File: config.mk
export PLATFORM = sky130hd
export DESIGN_NAME = alien_shot_scheduler_flat
export DESIGN_NICKNAME = d
export VERILOG_FILES = /design/src/rtl/chip_invaders_pkg.sv /design/src/rtl/alien_shot_scheduler_if.sv /design/src/rtl/lfsr16.sv /design/src/rtl/alien_shot_scheduler.sv /design/src/flat_wrapper.sv
export SDC_FILE = /design/constraint.sdc
export NUM_CORES = 1
export LEC_CHECK = 0
export ABC_AREA = 1
export CAP_MARGIN = 20
export CORE_AREA = 2 2 213 215
export DETAILED_ROUTE_END_ITERATION = 8
export DIE_AREA = 0 0 215 217
export PLACE_DENSITY = 0.57
export SLEW_MARGIN = 20
export SYNTH_ARGS = -nofsm -noshare
export SYNTH_HDL_FRONTEND = slang
export SYNTH_HIERARCHICAL = 1
export SYNTH_SLANG_ARGS = --single-unit
File: constraint.sdc
create_clock -name clk -period 6 [get_ports clk]
set_input_delay 1.2 -clock clk [delete_from_list [all_inputs] [get_ports clk]]
set_output_delay 1.2 -clock clk [all_outputs]
set_load 0.02 [all_outputs]
File: src/rtl/chip_invaders_pkg.sv
// Shared game-logic types and constants: shot FSM states, position width,
// LFSR seed/taps and the level-scaled cooldown reload.
package chip_invaders_pkg;

  typedef enum logic [1:0] {COOLDOWN, SCAN, OFFER} shot_state_t;

  localparam int          POS_W     = 16;
  localparam logic [15:0] LFSR_SEED = 16'hACE1;
  // Taps 16,14,13,11 expressed as 0-based bit positions 15,13,12,10.
  localparam logic [15:0] LFSR_TAPS = 16'hB400;

  // A negative or sub-floor difference both clamp to the floor.
  function automatic logic [POS_W-1:0] cooldown_reload(input logic [3:0] lvl,
                                                       input int base,
                                                       input int step,
                                                       input int floor_v);
    int dec, diff;
    dec  = int'(lvl) * step;
    diff = base - dec;
    if (diff < floor_v) cooldown_reload = POS_W'(floor_v);
    else                cooldown_reload = POS_W'(diff);
  endfunction

endpackage

File: src/rtl/alien_shot_scheduler_if.sv
// Shot spawn channel from the scheduler (master) to the alien bullet pool (slave).
interface alien_shot_scheduler_if #(
  parameter int NUM_COLS = 5
);
  localparam int COL_W = (NUM_COLS > 1) ? $clog2(NUM_COLS) : 1;

  logic                                shot_valid;
  logic                                shot_ready;
  logic [chip_invaders_pkg::POS_W-1:0] shot_x;
  logic [chip_invaders_pkg::POS_W-1:0] shot_y;
  logic [COL_W-1:0]                    shot_col;

  modport master (output shot_valid, shot_x, shot_y, shot_col, input  shot_ready);
  modport slave  (input  shot_valid, shot_x, shot_y, shot_col, output shot_ready);
endinterface

File: src/rtl/lfsr16.sv
// Free-running 16-bit Fibonacci LFSR shared by the random game events.
module lfsr16
  import chip_invaders_pkg::*;
(
  input  logic        clk,
  input  logic        rst_n,
  output logic [15:0] q
);
  always_ff @(posedge clk or negedge rst_n) begin
    if (!rst_n) q <= LFSR_SEED;
    else        q <= {q[14:0], ^(q & LFSR_TAPS)};
  end
endmodule

File: src/rtl/alien_shot_scheduler.sv
// Alien fire scheduler: level-scaled cooldown, random-start column scan and a
// single registered shot offer, with a cap on alien shots in flight.
module alien_shot_scheduler
  import chip_invaders_pkg::*;
#(
  parameter int NUM_ROWS      = 3,
  parameter int NUM_COLS      = 5,
  parameter int BASE_COOLDOWN = 120,
  parameter int LEVEL_STEP    = 8,
  parameter int MIN_COOLDOWN  = 16,
  parameter int MAX_SHOTS     = 3,
  parameter int SHOT_OFFSET_X = 8,
  parameter int SHOT_OFFSET_Y = 16
) (
  input  logic                                        clk,
  input  logic                                        rst_n,
  input  logic                                        fire_enable,
  input  logic [3:0]                                  level,
  input  logic [NUM_ROWS-1:0][NUM_COLS-1:0]             armed_matrix,
  input  logic [NUM_ROWS-1:0][NUM_COLS-1:0][POS_W-1:0]  alien_positions_x,
  input  logic [NUM_ROWS-1:0][NUM_COLS-1:0][POS_W-1:0]  alien_positions_y,
  input  logic                                        shot_retired,
  output logic [2:0]                                  shots_in_flight,
  alien_shot_scheduler_if.master                      shot
);
  localparam int COL_W = (NUM_COLS > 1) ? $clog2(NUM_COLS) : 1;
  localparam int ROW_W = (NUM_ROWS > 1) ? $clog2(NUM_ROWS) : 1;

  shot_state_t      state_q;
  logic [15:0]      cnt_q, lfsr_q, cd_reload;
  logic [COL_W-1:0] scan_col_q, scanned_q, col_q, start_col, next_col;
  logic [POS_W-1:0] x_q, y_q;
  logic             valid_q;
  logic [2:0]       inflight_q;
  logic             col_hit, handshake, retire, cd_run;
  logic [ROW_W-1:0] hit_row;
  logic             unused_lfsr_hi;

  lfsr16 u_lfsr (.clk(clk), .rst_n(rst_n), .q(lfsr_q));

  assign cd_reload      = cooldown_reload(level, BASE_COOLDOWN, LEVEL_STEP, MIN_COOLDOWN);
  assign start_col      = COL_W'(32'(lfsr_q[7:0]) % NUM_COLS);
  assign unused_lfsr_hi = ^lfsr_q[15:8];
  assign next_col       = (scan_col_q == COL_W'(NUM_COLS-1)) ? '0 : scan_col_q + 1'b1;
  assign handshake      = valid_q && shot.shot_ready;
  assign retire         = shot_retired && (inflight_q != 3'd0);
  assign cd_run         = fire_enable && (inflight_q < 3'(MAX_SHOTS));

  // Later rows overwrite earlier ones, so a malformed column yields its highest row.
  always_comb begin
    col_hit = 1'b0;
    hit_row = '0;
    for (int r = 0; r < NUM_ROWS; r++) begin
      if (armed_matrix[r][scan_col_q]) begin
        col_hit = 1'b1;
        hit_row = ROW_W'(r);
      end
    end
  end

  always_ff @(posedge clk or negedge rst_n) begin
    if (!rst_n) begin
      state_q    <= COOLDOWN;
      cnt_q      <= 16'(BASE_COOLDOWN);
      scan_col_q <= '0;
      scanned_q  <= '0;
      valid_q    <= 1'b0;
      x_q        <= '0;
      y_q        <= '0;
      col_q      <= '0;
      inflight_q <= '0;
    end else begin
      if (handshake && !retire && (inflight_q < 3'(MAX_SHOTS))) inflight_q <= inflight_q + 3'd1;
      else if (retire && !handshake)                            inflight_q <= inflight_q - 3'd1;

      case (state_q)
        COOLDOWN: if (cd_run) begin
          cnt_q <= cnt_q - 16'd1;
          if (cnt_q <= 16'd1) begin
            state_q    <= SCAN;
            scan_col_q <= start_col;
            scanned_q  <= '0;
          end
        end
        SCAN: begin
          if (!fire_enable) begin
            state_q <= COOLDOWN;
            cnt_q   <= cd_reload;
          end else if (col_hit) begin
            x_q     <= alien_positions_x[hit_row][scan_col_q] + POS_W'(SHOT_OFFSET_X);
            y_q     <= alien_positions_y[hit_row][scan_col_q] + POS_W'(SHOT_OFFSET_Y);
            col_q   <= scan_col_q;
            valid_q <= 1'b1;
            state_q <= OFFER;
          end else if (scanned_q == COL_W'(NUM_COLS-1)) begin
            state_q <= COOLDOWN;
            cnt_q   <= cd_reload;
          end else begin
            scan_col_q <= next_col;
            scanned_q  <= scanned_q + 1'b1;
          end
        end
        // Handshake takes priority; a disabled, unaccepted offer is withdrawn.
        OFFER: if (shot.shot_ready || !fire_enable) begin
          valid_q <= 1'b0;
          state_q <= COOLDOWN;
          cnt_q   <= cd_reload;
        end
        default: state_q <= COOLDOWN;
      endcase
    end
  end

  assign shot.shot_valid = valid_q;
  assign shot.shot_x     = x_q;
  assign shot.shot_y     = y_q;
  assign shot.shot_col   = col_q;
  assign shots_in_flight = inflight_q;
endmodule

File: src/flat_wrapper.sv
// flat-port wrapper written by rule: the top's interface ports become plain ports
module alien_shot_scheduler_flat import chip_invaders_pkg::*;
#(
  parameter int NUM_ROWS      = 3,
  parameter int NUM_COLS      = 5,
  parameter int BASE_COOLDOWN = 120,
  parameter int LEVEL_STEP    = 8,
  parameter int MIN_COOLDOWN  = 16,
  parameter int MAX_SHOTS     = 3,
  parameter int SHOT_OFFSET_X = 8,
  parameter int SHOT_OFFSET_Y = 16
)
  (clk, rst_n, fire_enable, level, armed_matrix, alien_positions_x, alien_positions_y, shot_retired, shots_in_flight, shot_shot_valid, shot_shot_x, shot_shot_y, shot_shot_col, shot_shot_ready);
  alien_shot_scheduler_if #(.NUM_COLS(NUM_COLS)) shot_i ();
  input  logic clk;
  input  logic rst_n;
  input  logic fire_enable;
  input  logic [3:0] level;
  input  logic [NUM_ROWS-1:0][NUM_COLS-1:0] armed_matrix;
  input  logic [NUM_ROWS-1:0][NUM_COLS-1:0][POS_W-1:0] alien_positions_x;
  input  logic [NUM_ROWS-1:0][NUM_COLS-1:0][POS_W-1:0] alien_positions_y;
  input  logic shot_retired;
  output logic [2:0] shots_in_flight;
  output wire logic [$bits(shot_i.shot_valid)-1:0] shot_shot_valid;
  output wire logic [$bits(shot_i.shot_x)-1:0] shot_shot_x;
  output wire logic [$bits(shot_i.shot_y)-1:0] shot_shot_y;
  output wire logic [$bits(shot_i.shot_col)-1:0] shot_shot_col;
  input wire logic [$bits(shot_i.shot_ready)-1:0] shot_shot_ready;
  assign shot_shot_valid = shot_i.shot_valid;
  assign shot_shot_x = shot_i.shot_x;
  assign shot_shot_y = shot_i.shot_y;
  assign shot_shot_col = shot_i.shot_col;
  assign shot_i.shot_ready = shot_shot_ready;
  alien_shot_scheduler #(.NUM_ROWS(NUM_ROWS), .NUM_COLS(NUM_COLS), .BASE_COOLDOWN(BASE_COOLDOWN), .LEVEL_STEP(LEVEL_STEP), .MIN_COOLDOWN(MIN_COOLDOWN), .MAX_SHOTS(MAX_SHOTS), .SHOT_OFFSET_X(SHOT_OFFSET_X), .SHOT_OFFSET_Y(SHOT_OFFSET_Y)) u_core (.clk(clk), .rst_n(rst_n), .fire_enable(fire_enable), .level(level), .armed_matrix(armed_matrix), .alien_positions_x(alien_positions_x), .alien_positions_y(alien_positions_y), .shot_retired(shot_retired), .shots_in_flight(shots_in_flight), .shot(shot_i));
endmodule
Word-level counts from Yosys, hierarchy flattened

Index checks and enable logic that the tools add are counted.

Flip-flop bits (word level): 79
Input port bits: 504
Output and inout bits: 39
Logic and storage cells: 112

Add/sub/neg operators: 8
Div/mod/pow operators: 1
Order comparisons: 5
Eq/ne operators: 14
Multiplexer cells: 52
Reduce and logical (&&, ||, !) cells: 22

Operators by type and width:

| kind                                                  | count |
|---|---|
| binary-select mux 80 bit (select 2 bit)               | 2 |
| 2-to-1 mux 80 bit                                     | 2 |
| 2-to-1 mux 16 bit                                     | 8 |
| binary-select mux 16 bit (select 3 bit)               | 2 |
| one-hot mux 16 bit (3 select lines)                   | 1 |
| 2-to-1 mux 3 bit                                      | 13 |
| < comparator 32 x 6 -> 1 bit, second input constant   | 1 |
| remainder unit 8 x 3 -> 32 bit, second input constant | 1 |
| adder 16 x 4 -> 16 bit, second input constant         | 1 |
| adder 16 x 5 -> 16 bit, second input constant         | 1 |
| <= comparator 16 x 1 -> 1 bit, second input constant  | 1 |
| XOR reduction 16 bit                                  | 1 |
| subtractor 16 x 1 -> 16 bit, second input constant    | 1 |
| 2-to-1 mux 2 bit                                      | 7 |
| one-hot mux 3 bit (2 select lines)                    | 2 |
| 2-to-1 mux 1 bit                                      | 10 |
| adder 3 x 1 -> 3 bit, second input constant           | 3 |
| binary-select mux 1 bit (select 3 bit)                | 3 |
| != test 2 x 1 -> 1 bit, second input constant         | 4 |
| AND reduction 4 bit                                   | 2 |
| subtractor 7 x 7 -> 8 bit, first input constant       | 1 |
| == test 3 bit, second input constant                  | 2 |
| logical AND 1 bit                                     | 6 |
| != test 2 bit, second input constant                  | 3 |
| other kinds (19)                                      | 24 |

Longest topological paths before layout

Depth after elaboration: 9
Gate-level depth with buffers: 41
Depth with buffers taken out: 40

Cells and area by module

Netlist, hierarchy kept.

Modules (own cells, without submodules):

| module               | instances | cells an instance | area each (um^2) | sequential area each (um^2) |
|---|---|---|---|---|
| alien_shot_scheduler | 1         | 1469              | 8438.1           | 1581.5 |
| lfsr16               | 1         | 33                | 481.7            | 410.4 |

Worst setup path after synthesis

Ideal clock, no wire load.

Path type: register to register
Start point: reg u_core.u_lfsr.q[6]
End point: reg u_core.scan_col_q[2]
Setup time: 0.123 ns
Arrival: 4.241 ns
Required time: 5.877 ns
Slack: 1.636 ns
Stages on the path, launching flop included: 37
Path buffers: 1
Clock period less this slack: 4.364 ns
Cells stage by stage: dfstp_2 inv_1 nand2_1 ha_1 o21ai_1 nand2_1 nand3_1 nand2_1 nor3_2 nand2_4 nand2_1 nand3_2 nand2_4 nand3_1 nand2_1 inv_1 ha_1 inv_1 nand3_1 nand2_1 nand2_2 nor2_4 nand2_2 buf_6 xor2_1 inv_1 ha_1 inv_1 or2_2 nand3_1 nand3_1 nor2_2 nand2_2 nand2_1 nand2_1 nand2_1 a21oi_1

Word-level cells in the longest chain between the ends: 4

Ends and longest elaborated chain:

| what                               | line                       | source |
|---|---|---|
| start: declaration                 | lfsr16.sv:7                | `output logic [15:0] q` |
| start signal: assignment           | lfsr16.sv:11               | `else q <= {q[14:0], ^(q & LFSR_TAPS)};` |
| remainder unit 8 x 3 -> 32 bit     | alien_shot_scheduler.sv:42 | `assign start_col = COL_W'(32'(lfsr_q[7:0]) % NUM_COLS);` |
| 2-to-1 mux 3 bit                   | alien_shot_scheduler.sv:79 | `if (cnt_q <= 16'd1) begin` |
| 2-to-1 mux 3 bit                   | alien_shot_scheduler.sv:77 | `COOLDOWN: if (cd_run) begin` |
| one-hot mux 3 bit (2 select lines) | alien_shot_scheduler.sv:76 | `case (state_q)` |
| end signal: assignment             | alien_shot_scheduler.sv:81 | `scan_col_q <= start_col;` |
| end signal: assignment             | alien_shot_scheduler.sv:99 | `scan_col_q <= next_col;` |
| end: declaration                   | alien_shot_scheduler.sv:31 | `logic [COL_W-1:0] scan_col_q, scanned_q, col_q, start_col, next_col;` |

No other way between the ends. The select of a mux whose other input is x is not followed.
A chain may end at the register's enable or synchronous reset.

Worst setup path in the final report

Start point: reg u_core.u_lfsr.q[6]
End point: reg u_core.scan_col_q[0]

The elaborated chain is that of the path after synthesis.

==> run metrics <==
status finished clean; Power per Cell Area 436 nW/um^2; DRC violations left 0; largest net degree at the start of global routing 138; yosys warns 6; post-CTS resize count 0; setup_tns 0 ns; final WL 58.6 mm; # IOs 543; CP startpoint u_core/u_lfsr/q[6]; Leakage 6.27 nW; first-pass GRT wire length 84.3 mm; crit path launch type flop; Hold WC Path Type flop to flop; hold-fix buffer count after cts 0; Yosys reg bits 79; Nets 2,497; via density per instance 4.89; Area Overhead vs Synth 70.9%; drt first-iter violations 1,080; CTS tree built; cells after synthesis 1,502; TritonCTS buffer count 9; RSZ-0062 raised after global routing false; crit path capture type flop; layout cell share with drive strength beyond 1 0.0535; WP data arrival 5.25 ns; H-tree Lvls 3; mapped cell area 8920 sq um; r2r startpoint u_core/u_lfsr/q[6]; final hold slack 0.346 ns; routability cong. 0.991; max_cap viols 0; Die W 215 microns; via count 12,700; core area 44,700 sq um; DIE HEIGHT 217 microns; worst relative slew slack 0.301; Layout Skew 0.0136 ns; total grt overflow 0; Fin. Hold Viols 0; asr flop ratio synth 1.00; Setup Crit Path Kind flop to flop; Die ar. 46,700 sq um; CP max-delay cell dfstp_2; Achievable Freq 0.200 GHz; initial antenna violation count 10; vias in the first global route 12,800; clk root buf clkbuf_16; starting density of the core 0.200; gr usage total 0.242; Net Count, Synth 2,024; Clock Path Buffers 2; Most used DFF post-synth dfrtp_1; number of buffers inserted by post-CTS setup repair 0; router iterations before antenna repair 5; crit-path most repeated cell nand3_1; Tightest Pin Transition 1.05 ns; DP HPWL 45.8 mm; crit share post-route 0.834; Max VDD drop 0.487 mV; pins over their slew limit 0; Mapped Avg Cell Area 5.94 sq um; Std-Cell Rows 78; Clk Latency, worst-skew pair 0.34 ns; antenna viol nets, final 0; Synth cell types 59; CTS clk-pin slew, worst paths 0.06 ns; Avg WL per Cell 22.6 microns; port bufs 542; fin crit period 5.00 ns; crit path max fanout 11; Slowest Stage Delay on Critical Path 0.58 ns; hold wc startpoint u_core/u_lfsr/q[8]; CTS sink cnt 79; critical path data required time 6.25 ns; Setup-failing EPs final 0; sequential fraction of the synthesis area 0.223; number of synthesized flops with an enable pin 0
[metal layers]
metal,GRT usage,wire length (microns)
met5,0,11
met4,0.108,2480
met3,0.0665,5010
met2,0.424,28100
met1,0.277,23000
[worst max-delay path, delay by kind of cell (launching register included)]
kind	cells	cell delay (ns)
compound gates	2	0.39
xor+xnor	1	0.18
fa+ha+maj	3	0.60
buf+inv	6	0.47
flops	1	0.58
simple gates	24	2.69
[final timing paths]
check	end	slack [ns]	depth (start not counted)
worst max-delay path	u_core/scan_col_q[0]	1.0	36
worst min-delay path	u_core/u_lfsr/q[9]	0.35	0
worst max register to register	u_core/scan_col_q[0]	1.0	36
worst min register to register	u_core/u_lfsr/q[9]	0.35	0
max in group asynchronous	u_core/scan_col_q[0]	4.15	2
min in group asynchronous	u_core/state_q[0]	0.83	1
[where the power goes]
part / internal (mW) / total [mW] / switching (mW)
sequential: 0.726 / 0.895 / 0.169
combinational: 1.68 / 5.14 / 3.46
clock: 0.367 / 0.608 / 0.241
[final cells by class]
cell class / count / area [sq um]
fillers: 4934 / 29500
multi-input cells: 1239 / 6210
repair buffers: 564 / 5630
flip-flops and latches: 79 / 1990
well taps: 600 / 751
inverters: 82 / 312
clock buffers: 10 / 229
clock inverters: 6 / 92.6
diodes: 10 / 25.0
[Yosys cell counts (3+ instances only)]
master	instances	area (sq um)
a21oi_1	112	561
a221oi_1	11	96.3
a22oi_1	5	37.5
a31oi_1	17	106
a32o_1	4	40.0
and3_1	3	18.8
buf_1	7	26.3
buf_2	28	140
clkbuf_1	65	244
clkinv_1	3	11.3
dfrtp_1	67	1680
dfstp_2	12	315
ha_1	17	213
inv_1	74	278
inv_2	4	15.0
nand2_1	388	1460
nand2_2	12	75.1
nand2_4	3	33.8
nand3_1	100	500
nand3_2	5	50.1
nand4_1	4	25.0
nor2_1	196	736
nor2_2	7	43.8
nor3_1	8	40.0
o2111ai_1	5	43.8
o211ai_1	24	180
o21ai_0	204	1020
o21ai_1	4	20.0
o221ai_1	8	70.1
o22ai_1	28	175
o311ai_0	8	70.1
o31ai_1	4	30.0
o41ai_1	4	35.0
or2_2	8	50.1
xnor2_1	7	61.3
xor2_1	19	166
[placed cells by master, fill, tap and decap left out, types with 5 or more instances in the layout]
master           instances
a21oi_1                111
nand3_2                  5
o21ai_0                204
diode_2                 10
nand2_2                 12
o2111ai_1                5
a221oi_1                11
o311ai_0                 8
inv_1                   72
xnor2_1                  7
o22ai_1                 28
nand3_1                100
o221ai_1                 8
xor2_1                  19
a31oi_1                 17
ha_1                    17
clkbuf_16                9
a22oi_1                  5
dfrtp_1                 65
inv_2                    6
nor2_2                   7
dfstp_2                 12
buf_4                   20
nor3_1                   8
or2_2                    8
o211ai_1                24
nor2_1                 195
nand2_1                387
clkdlybuf4s50_1        541
[registers in the layout, summed over array words and instances, names as in the netlist]
name and cells:
u_core/cnt_q 16, u_core/shot.shot_valid 1, u_core/shot.shot_col 3, u_core/shots_in_flight 3
u_core/u_lfsr/q 16, u_core/shot.shot_x 16, u_core/scanned_q 3, u_core/scan_col_q 3
u_core/state_q 2, u_core/shot.shot_y 16
[stage by stage]
stage                     std cells   util  power (mW)  area (sq um)  worst slack, ns
after CTS                      2580  0.340        6.65         15200            0.984
after global routing           2589  0.341        7.16         15200            0.442
after global placement         2564  0.333        5.99         14900             1.11
final                          2590  0.341        6.64         15200            0.997
after floorplan                1502      -        3.87          8920             1.64
after detailed placement       2564  0.333        6.01         14900             1.00
[cells by family (layout without fill, tap and decap cells)]
family                     Yosys count  after routing  share of synthesized area
AOI/OAI and AO/OA                  448            448                      0.288
xor gates and xnor gates            26             26                     0.0255
adders and majority gates           18             18                     0.0261
buffers and inverters              184            662                     0.0832
DFF                                 79             79                      0.223
muxes                                1              1                    0.00126
other                                0             10                          0
and+or+nand+nor                    746            746                      0.352
(Power assumes the default switching activity.)
